File: config.mk
export PLATFORM = sky130hd
export DESIGN_NAME = load_store_unit
export DESIGN_NICKNAME = d
export VERILOG_FILES = /design/src/rtl/lsu_pkg.sv /design/src/rtl/lsu_align.sv /design/src/rtl/load_store_unit.sv
export SDC_FILE = /design/constraint.sdc
export NUM_CORES = 1
export LEC_CHECK = 0
export ABC_AREA = 1
export BUFFER_PORTS_ARGS = -buffer_cell sky130_fd_sc_hd__buf_2
export CAP_MARGIN = 30
export CELL_PAD_IN_SITES_DETAIL_PLACEMENT = 1
export CELL_PAD_IN_SITES_GLOBAL_PLACEMENT = 1
export CORE_ASPECT_RATIO = 1.1
export CORE_UTILIZATION = 30
export DETAILED_ROUTE_END_ITERATION = 12
export HOLD_SLACK_MARGIN = 0.03
export PLACE_DENSITY_LB_ADDON = 0.1
export REMOVE_ABC_BUFFERS = 1
export SLEW_MARGIN = 20
export SYNTH_ARGS = -nofsm -noshare
export SYNTH_HDL_FRONTEND = slang
export SYNTH_SLANG_ARGS = --single-unit
File: constraint.sdc
create_clock -name clk -period 1.94 [get_ports clk]
set_input_delay 0.194 -clock clk [delete_from_list [all_inputs] [get_ports clk]]
set_output_delay 0.194 -clock clk [all_outputs]
set_load 0.03 [all_outputs]
File: src/rtl/lsu_pkg.sv
// Shared types and helpers for the load/store unit.
// Holds funct3 codes, FSM states and request legality checks.
package lsu_pkg;

  localparam logic [2:0] F3_B  = 3'b000;
  localparam logic [2:0] F3_H  = 3'b001;
  localparam logic [2:0] F3_W  = 3'b010;
  localparam logic [2:0] F3_BU = 3'b100;
  localparam logic [2:0] F3_HU = 3'b101;

  typedef enum logic [2:0] {
    IDLE,
    LD,
    ST_RD,
    ST_WR,
    RESP
  } lsu_state_t;

  function automatic logic is_misaligned(
    input logic [2:0] funct3,
    input logic [1:0] addr
  );
    logic mis;
    mis = 1'b0;
    case (funct3)
      F3_H, F3_HU: mis = addr[0];
      F3_W:        mis = |addr;
      default:     mis = 1'b0;
    endcase
    return mis;
  endfunction

  // Unsigned sizes exist only for loads.
  function automatic logic is_illegal(
    input logic [2:0] funct3,
    input logic       we
  );
    logic ill;
    ill = 1'b1;
    case (funct3)
      F3_B, F3_H, F3_W: ill = 1'b0;
      F3_BU, F3_HU:     ill = we;
      default:          ill = 1'b1;
    endcase
    return ill;
  endfunction

endpackage

File: src/rtl/lsu_align.sv
// Lane extraction/extension for loads and lane merge for
// read-modify-write stores on a word-only memory.
module lsu_align
  import lsu_pkg::*;
#(
  parameter int DATA_W = 32
) (
  input  logic [DATA_W-1:0] word,
  input  logic [DATA_W-1:0] old,
  input  logic [DATA_W-1:0] wdata,
  input  logic [1:0]        addr,
  input  logic [2:0]        funct3,
  output logic [DATA_W-1:0] ldata,
  output logic [DATA_W-1:0] sword
);

  logic [7:0]  lane_b;
  logic [15:0] lane_h;

  always_comb begin
    lane_b = word[{addr, 3'b000} +: 8];
    lane_h = addr[1] ? word[31:16] : word[15:0];
    ldata  = '0;
    case (funct3)
      F3_B:    ldata = {{24{lane_b[7]}}, lane_b};
      F3_H:    ldata = {{16{lane_h[15]}}, lane_h};
      F3_W:    ldata = word;
      F3_BU:   ldata = {24'b0, lane_b};
      F3_HU:   ldata = {16'b0, lane_h};
      default: ldata = '0;
    endcase
  end

  always_comb begin
    sword = old;
    case (funct3)
      F3_B:    sword[{addr, 3'b000} +: 8] = wdata[7:0];
      F3_H:    sword[{addr[1], 4'b0000} +: 16] = wdata[15:0];
      default: sword = wdata;
    endcase
  end

endmodule

File: src/rtl/load_store_unit.sv
// Byte-addressed load/store master for a word-organised data memory.
// Sub-word stores are done as read-modify-write.
module load_store_unit
  import lsu_pkg::*;
#(
  parameter int DM_ADDRESS = 9,
  parameter int DATA_W     = 32
) (
  input  logic                  clk,
  input  logic                  reset,
  input  logic                  req_valid,
  output logic                  req_ready,
  input  logic                  req_we,
  input  logic [2:0]            req_funct3,
  input  logic [31:0]           req_addr,
  input  logic [DATA_W-1:0]     req_wdata,
  output logic                  resp_valid,
  input  logic                  resp_ready,
  output logic [DATA_W-1:0]     resp_rdata,
  output logic                  resp_err,
  output logic                  mem_read,
  output logic                  mem_write,
  output logic [DM_ADDRESS-1:0] mem_a,
  output logic [DATA_W-1:0]     mem_wd,
  input  logic [DATA_W-1:0]     mem_rd
);

  localparam int AW = DM_ADDRESS + 2;

  lsu_state_t        state_q;
  lsu_state_t        state_d;
  logic [AW-1:0]     addr_q;
  logic [2:0]        f3_q;
  logic              we_q;
  logic [DATA_W-1:0] wd_q;
  logic [DATA_W-1:0] old_q;
  logic [DATA_W-1:0] rdata_q;
  logic              err_q;
  logic [DATA_W-1:0] ldata;
  logic [DATA_W-1:0] sword;
  logic              accept;
  logic              bad;
  logic              unused_addr;

  // High address bits alias onto the memory.
  assign unused_addr = ^req_addr[31:AW];

  assign accept = req_valid && (state_q == IDLE);
  assign bad    = is_illegal(req_funct3, req_we)
               || is_misaligned(req_funct3, req_addr[1:0]);

  lsu_align #(.DATA_W(DATA_W)) u_align (
    .word   (mem_rd),
    .old    (old_q),
    .wdata  (wd_q),
    .addr   (addr_q[1:0]),
    .funct3 (f3_q),
    .ldata  (ldata),
    .sword  (sword)
  );

  always_ff @(posedge clk) begin
    if (reset) state_q <= IDLE;
    else       state_q <= state_d;
  end

  always_comb begin
    state_d = state_q;
    unique case (state_q)
      IDLE: begin
        if (accept) begin
          if (bad)                     state_d = RESP;
          else if (!req_we)            state_d = LD;
          else if (req_funct3 == F3_W) state_d = ST_WR;
          else                         state_d = ST_RD;
        end
      end
      LD:      state_d = RESP;
      ST_RD:   state_d = ST_WR;
      ST_WR:   state_d = RESP;
      RESP:    if (resp_ready) state_d = IDLE;
      default: state_d = IDLE;
    endcase
  end

  always_comb begin
    req_ready  = 1'b0;
    mem_read   = 1'b0;
    mem_write  = 1'b0;
    mem_wd     = '0;
    resp_valid = 1'b0;
    unique case (state_q)
      IDLE:    req_ready = 1'b1;
      LD:      mem_read = 1'b1;
      ST_RD:   mem_read = 1'b1;
      ST_WR: begin
        mem_write = 1'b1;
        mem_wd    = sword;
      end
      RESP:    resp_valid = 1'b1;
      default: ;
    endcase
  end

  always_ff @(posedge clk) begin
    if (reset) begin
      addr_q  <= '0;
      f3_q    <= '0;
      we_q    <= 1'b0;
      wd_q    <= '0;
      old_q   <= '0;
      rdata_q <= '0;
      err_q   <= 1'b0;
    end else begin
      unique case (state_q)
        IDLE: begin
          if (accept) begin
            addr_q  <= req_addr[AW-1:0];
            f3_q    <= req_funct3;
            we_q    <= req_we;
            wd_q    <= req_wdata;
            err_q   <= bad;
            rdata_q <= '0;
          end
        end
        LD:    rdata_q <= ldata;
        ST_RD: old_q <= mem_rd;
        RESP: begin
          if (resp_ready) begin
            err_q   <= 1'b0;
            rdata_q <= '0;
          end
        end
        default: ;
      endcase
    end
  end

  assign resp_rdata = rdata_q;
  assign resp_err   = err_q;
  assign mem_a      = addr_q[AW-1:2];

endmodule

==> results.cfg <==
[detailed_routing]
drt-initial-drc-count = 244
wire_per_inst_um = 15.8
drc_errors = 0
vias_per_cell = 4.87
ant_nets = 0
first_pass_iters = 4
totalWireLength_mm = 23.1
vias = 7090

[logic_synthesis]
synth_edf_count = 0
ys_top_cells_by_area = dfxtp_1 (37%), nand2_1 (21%), a21oi_1 (10%), o21ai_0 (7.2%), nor2_1 (5.8%)
synth_cell_types = 27
mappedNetlistArea_um2 = 6230
netlist_instances = 1006
ys.flop_type = dfxtp_1
async_flop_share = 0
ys_warn_count = 0
ys_seq_area_frac = 0.367
synth_top_area_cell = dfxtp_1
syn_area_per_cell_um2 = 6.19
yosysTopAreaCellShare = 0.367
synth-seq-cells = 114

[floorplanning]
start_util = 0.310
die_w_um = 139
pin_count = 182
dieArea_um2 = 21300
rows = 54
die_y_um = 153
core_area_um2 = 20100

[pwr]
vdd_drop_max_v = 0.000596
power.static_leakage_nw = 4.13
p_per_area_nw_per_um2 = 908

[job]
maxCapViolCount = 0

[worst_setup_path]
worst-path-max-fanout = 8
critPathRequiredTime_ns = 1.75
cp_top_family = buffers and inverters
path_buf_inv = 5
worstSetupStartpointType = flip-flop
end_kind = output pin
worstPathArrival_ns = 2.00
path_class = reg -> out
slowest_stage = dfxtp_2
critPathMaxStageDelay_ns = 0.33
critical_path.cell_chain = inv_2, ha_4, inv_4, nor2_4, buf_6, nand2_2, o21ai_2, nand2_1, nand3_2, nand2_1, inv_1, buf_6

[global_route]
grt_use_total = 0.221
gr-total-overflow = 0
grt_pass1_wl_mm = 36.8
antenna_found_initial = 1
grt_max_degree = 61
grt_pass1_vias = 7171

[placed_design]
place_congestion = 0.825
hpwl_mm = 16.7
io_buffers = 160

[cts]
cts.clk_slew.worst_paths_ns = 0.05
cts.htree.levels = 4
cts_buffers = 17
clkSinkCount = 114
root_buffer = clkbuf_16
clock_latency_ns = 0.42
cts_buffer_depth = 2
cts_tree = yes

[cells_and_area]
final_layout_size_suffix_gt1_frac = 0.279
fillers = 2627
fin_util = 0.445
fin_nets = 1303
syn_to_final_growth_pct = 43.6
mostFrequentLayoutCell = nand2_1
antenna_cells = 0
final_cell_mix = nand2_1 (345), buf_2 (128), a21oi_1 (110), dfxtp_1 (110), nor2_1 (86)

[sta]
fin_crit_sh = 1.13
worst_slack_ns = -0.257
skew_ns = 0.0143
slew_headroom = 0.544
clock.fmax_ghz = 0.455
final-setup-viol-count = 32
slew_violations = 0
final.setup.tns_ns = -6.47
worst_pin_slew_ns = 0.684
hold_violations = 0
finalCriticalPeriod_ns = 2.20
rsz0062_at_grt = true

[hold_path]
min_path_type = in -> reg

[outcome]
status = finished with violations
failed_checks = setup timing
[report_power, final]
part	switching (mW)	internal, mW
combinational	1.27	0.735
clock	1.14	2.36
sequential	0.117	2.50
total	2.52	5.59
[worst paths after layout]
check,to,slack (ns),startpoint,cells past startpoint
worst max-delay path,mem_wd[14],-0.26,addr_q[1],12
worst min-delay path,old_q[12],0.04,mem_rd[12],3
worst max register to register,resp_rdata[12],0.20,addr_q[1],9
worst min register to register,resp_rdata[3],0.46,resp_rdata[3],2
[cells by family (layout without fill, tap and decap cells)]
logic type | count (synthesis) | in the layout | share of synthesized area
buffers and inverters | 144 | 343 | 0.103
adders and majority gates | 5 | 5 | 0.0100
and+or+nand+nor | 519 | 519 | 0.339
DFF | 114 | 114 | 0.367
AOI/OAI and AO/OA | 224 | 224 | 0.181
[flip-flops by register name, indices dropped and copies added, names as in the netlist]
register	cells
old_q	32
wd_q	32
addr_q	11
resp_err	1
state_q	3
resp_rdata	32
f3_q	3
[worst register-to-register path, stage by stage, from the launching register on]
cell     delay, ns
dfxtp_2       0.33
buf_4         0.17
buf_4         0.26
nand2_1       0.15
nand3_1       0.12
nand2_1       0.10
nand2_4       0.23
nand2_1       0.09
nand2_1       0.08
a21oi_1       0.07
[cell usage after synthesis, types with 4 or more instances]
cell / count
nand2_1: 352
a21oi_1: 127
dfxtp_1: 114
nor2_1: 96
o21ai_0: 90
inv_1: 71
nand3_1: 53
clkbuf_1: 24
buf_2: 22
buf_4: 16
inv_2: 6
ha_1: 5
o21ai_1: 5
nor2_2: 4
[layer usage]
metal	wire, um	track usage	part of all wire
met1	10200	0.265	0.44
met2	11600	0.391	0.50
met3	803	0.0417	0.035
met4	472	0.0778	0.020
met5	0	0	0
[final cells by class]
class	count	area, um2	area share
well taps	252	315	0.0353
repair buffers	234	1740	0.195
multi-input cells	748	3640	0.407
clock buffers	20	467	0.0522
inverters	79	312	0.0349
clock inverters	10	181	0.0203
flip-flops and latches	114	2290	0.256
[repair_timing]
| action | in CTS | in global routing |
|---|---|---|
| endpoints found under the hold margin | 26 | 0 |
| buffers inserted | 1 | 4 |
| pin swaps | 15 | 19 |
| endpoints found under the setup margin | 32 | 56 |
| resized for setup | 108 | 60 |
| hold buffers | 26 | 0 |
[metrics by stage]
stage / power (mW) / area, um2 / setup WS [ns] / hold slack (ns) / std cells
detailed placement: 4.43 / 7450 / -0.0778 / 0.449 / 1396
floorplan: 3.63 / 5880 / -0.968 / 0.263 / 941
finish: 8.12 / 8940 / -0.257 / 0.0373 / 1457
global placement: 4.40 / 7450 / -0.0310 / 0.444 / 1396
CTS: 8.10 / 8680 / -0.261 / 0.0321 / 1453
global route: 8.51 / 8940 / -0.345 / 0.0497 / 1457
(Power assumes the default switching activity.)
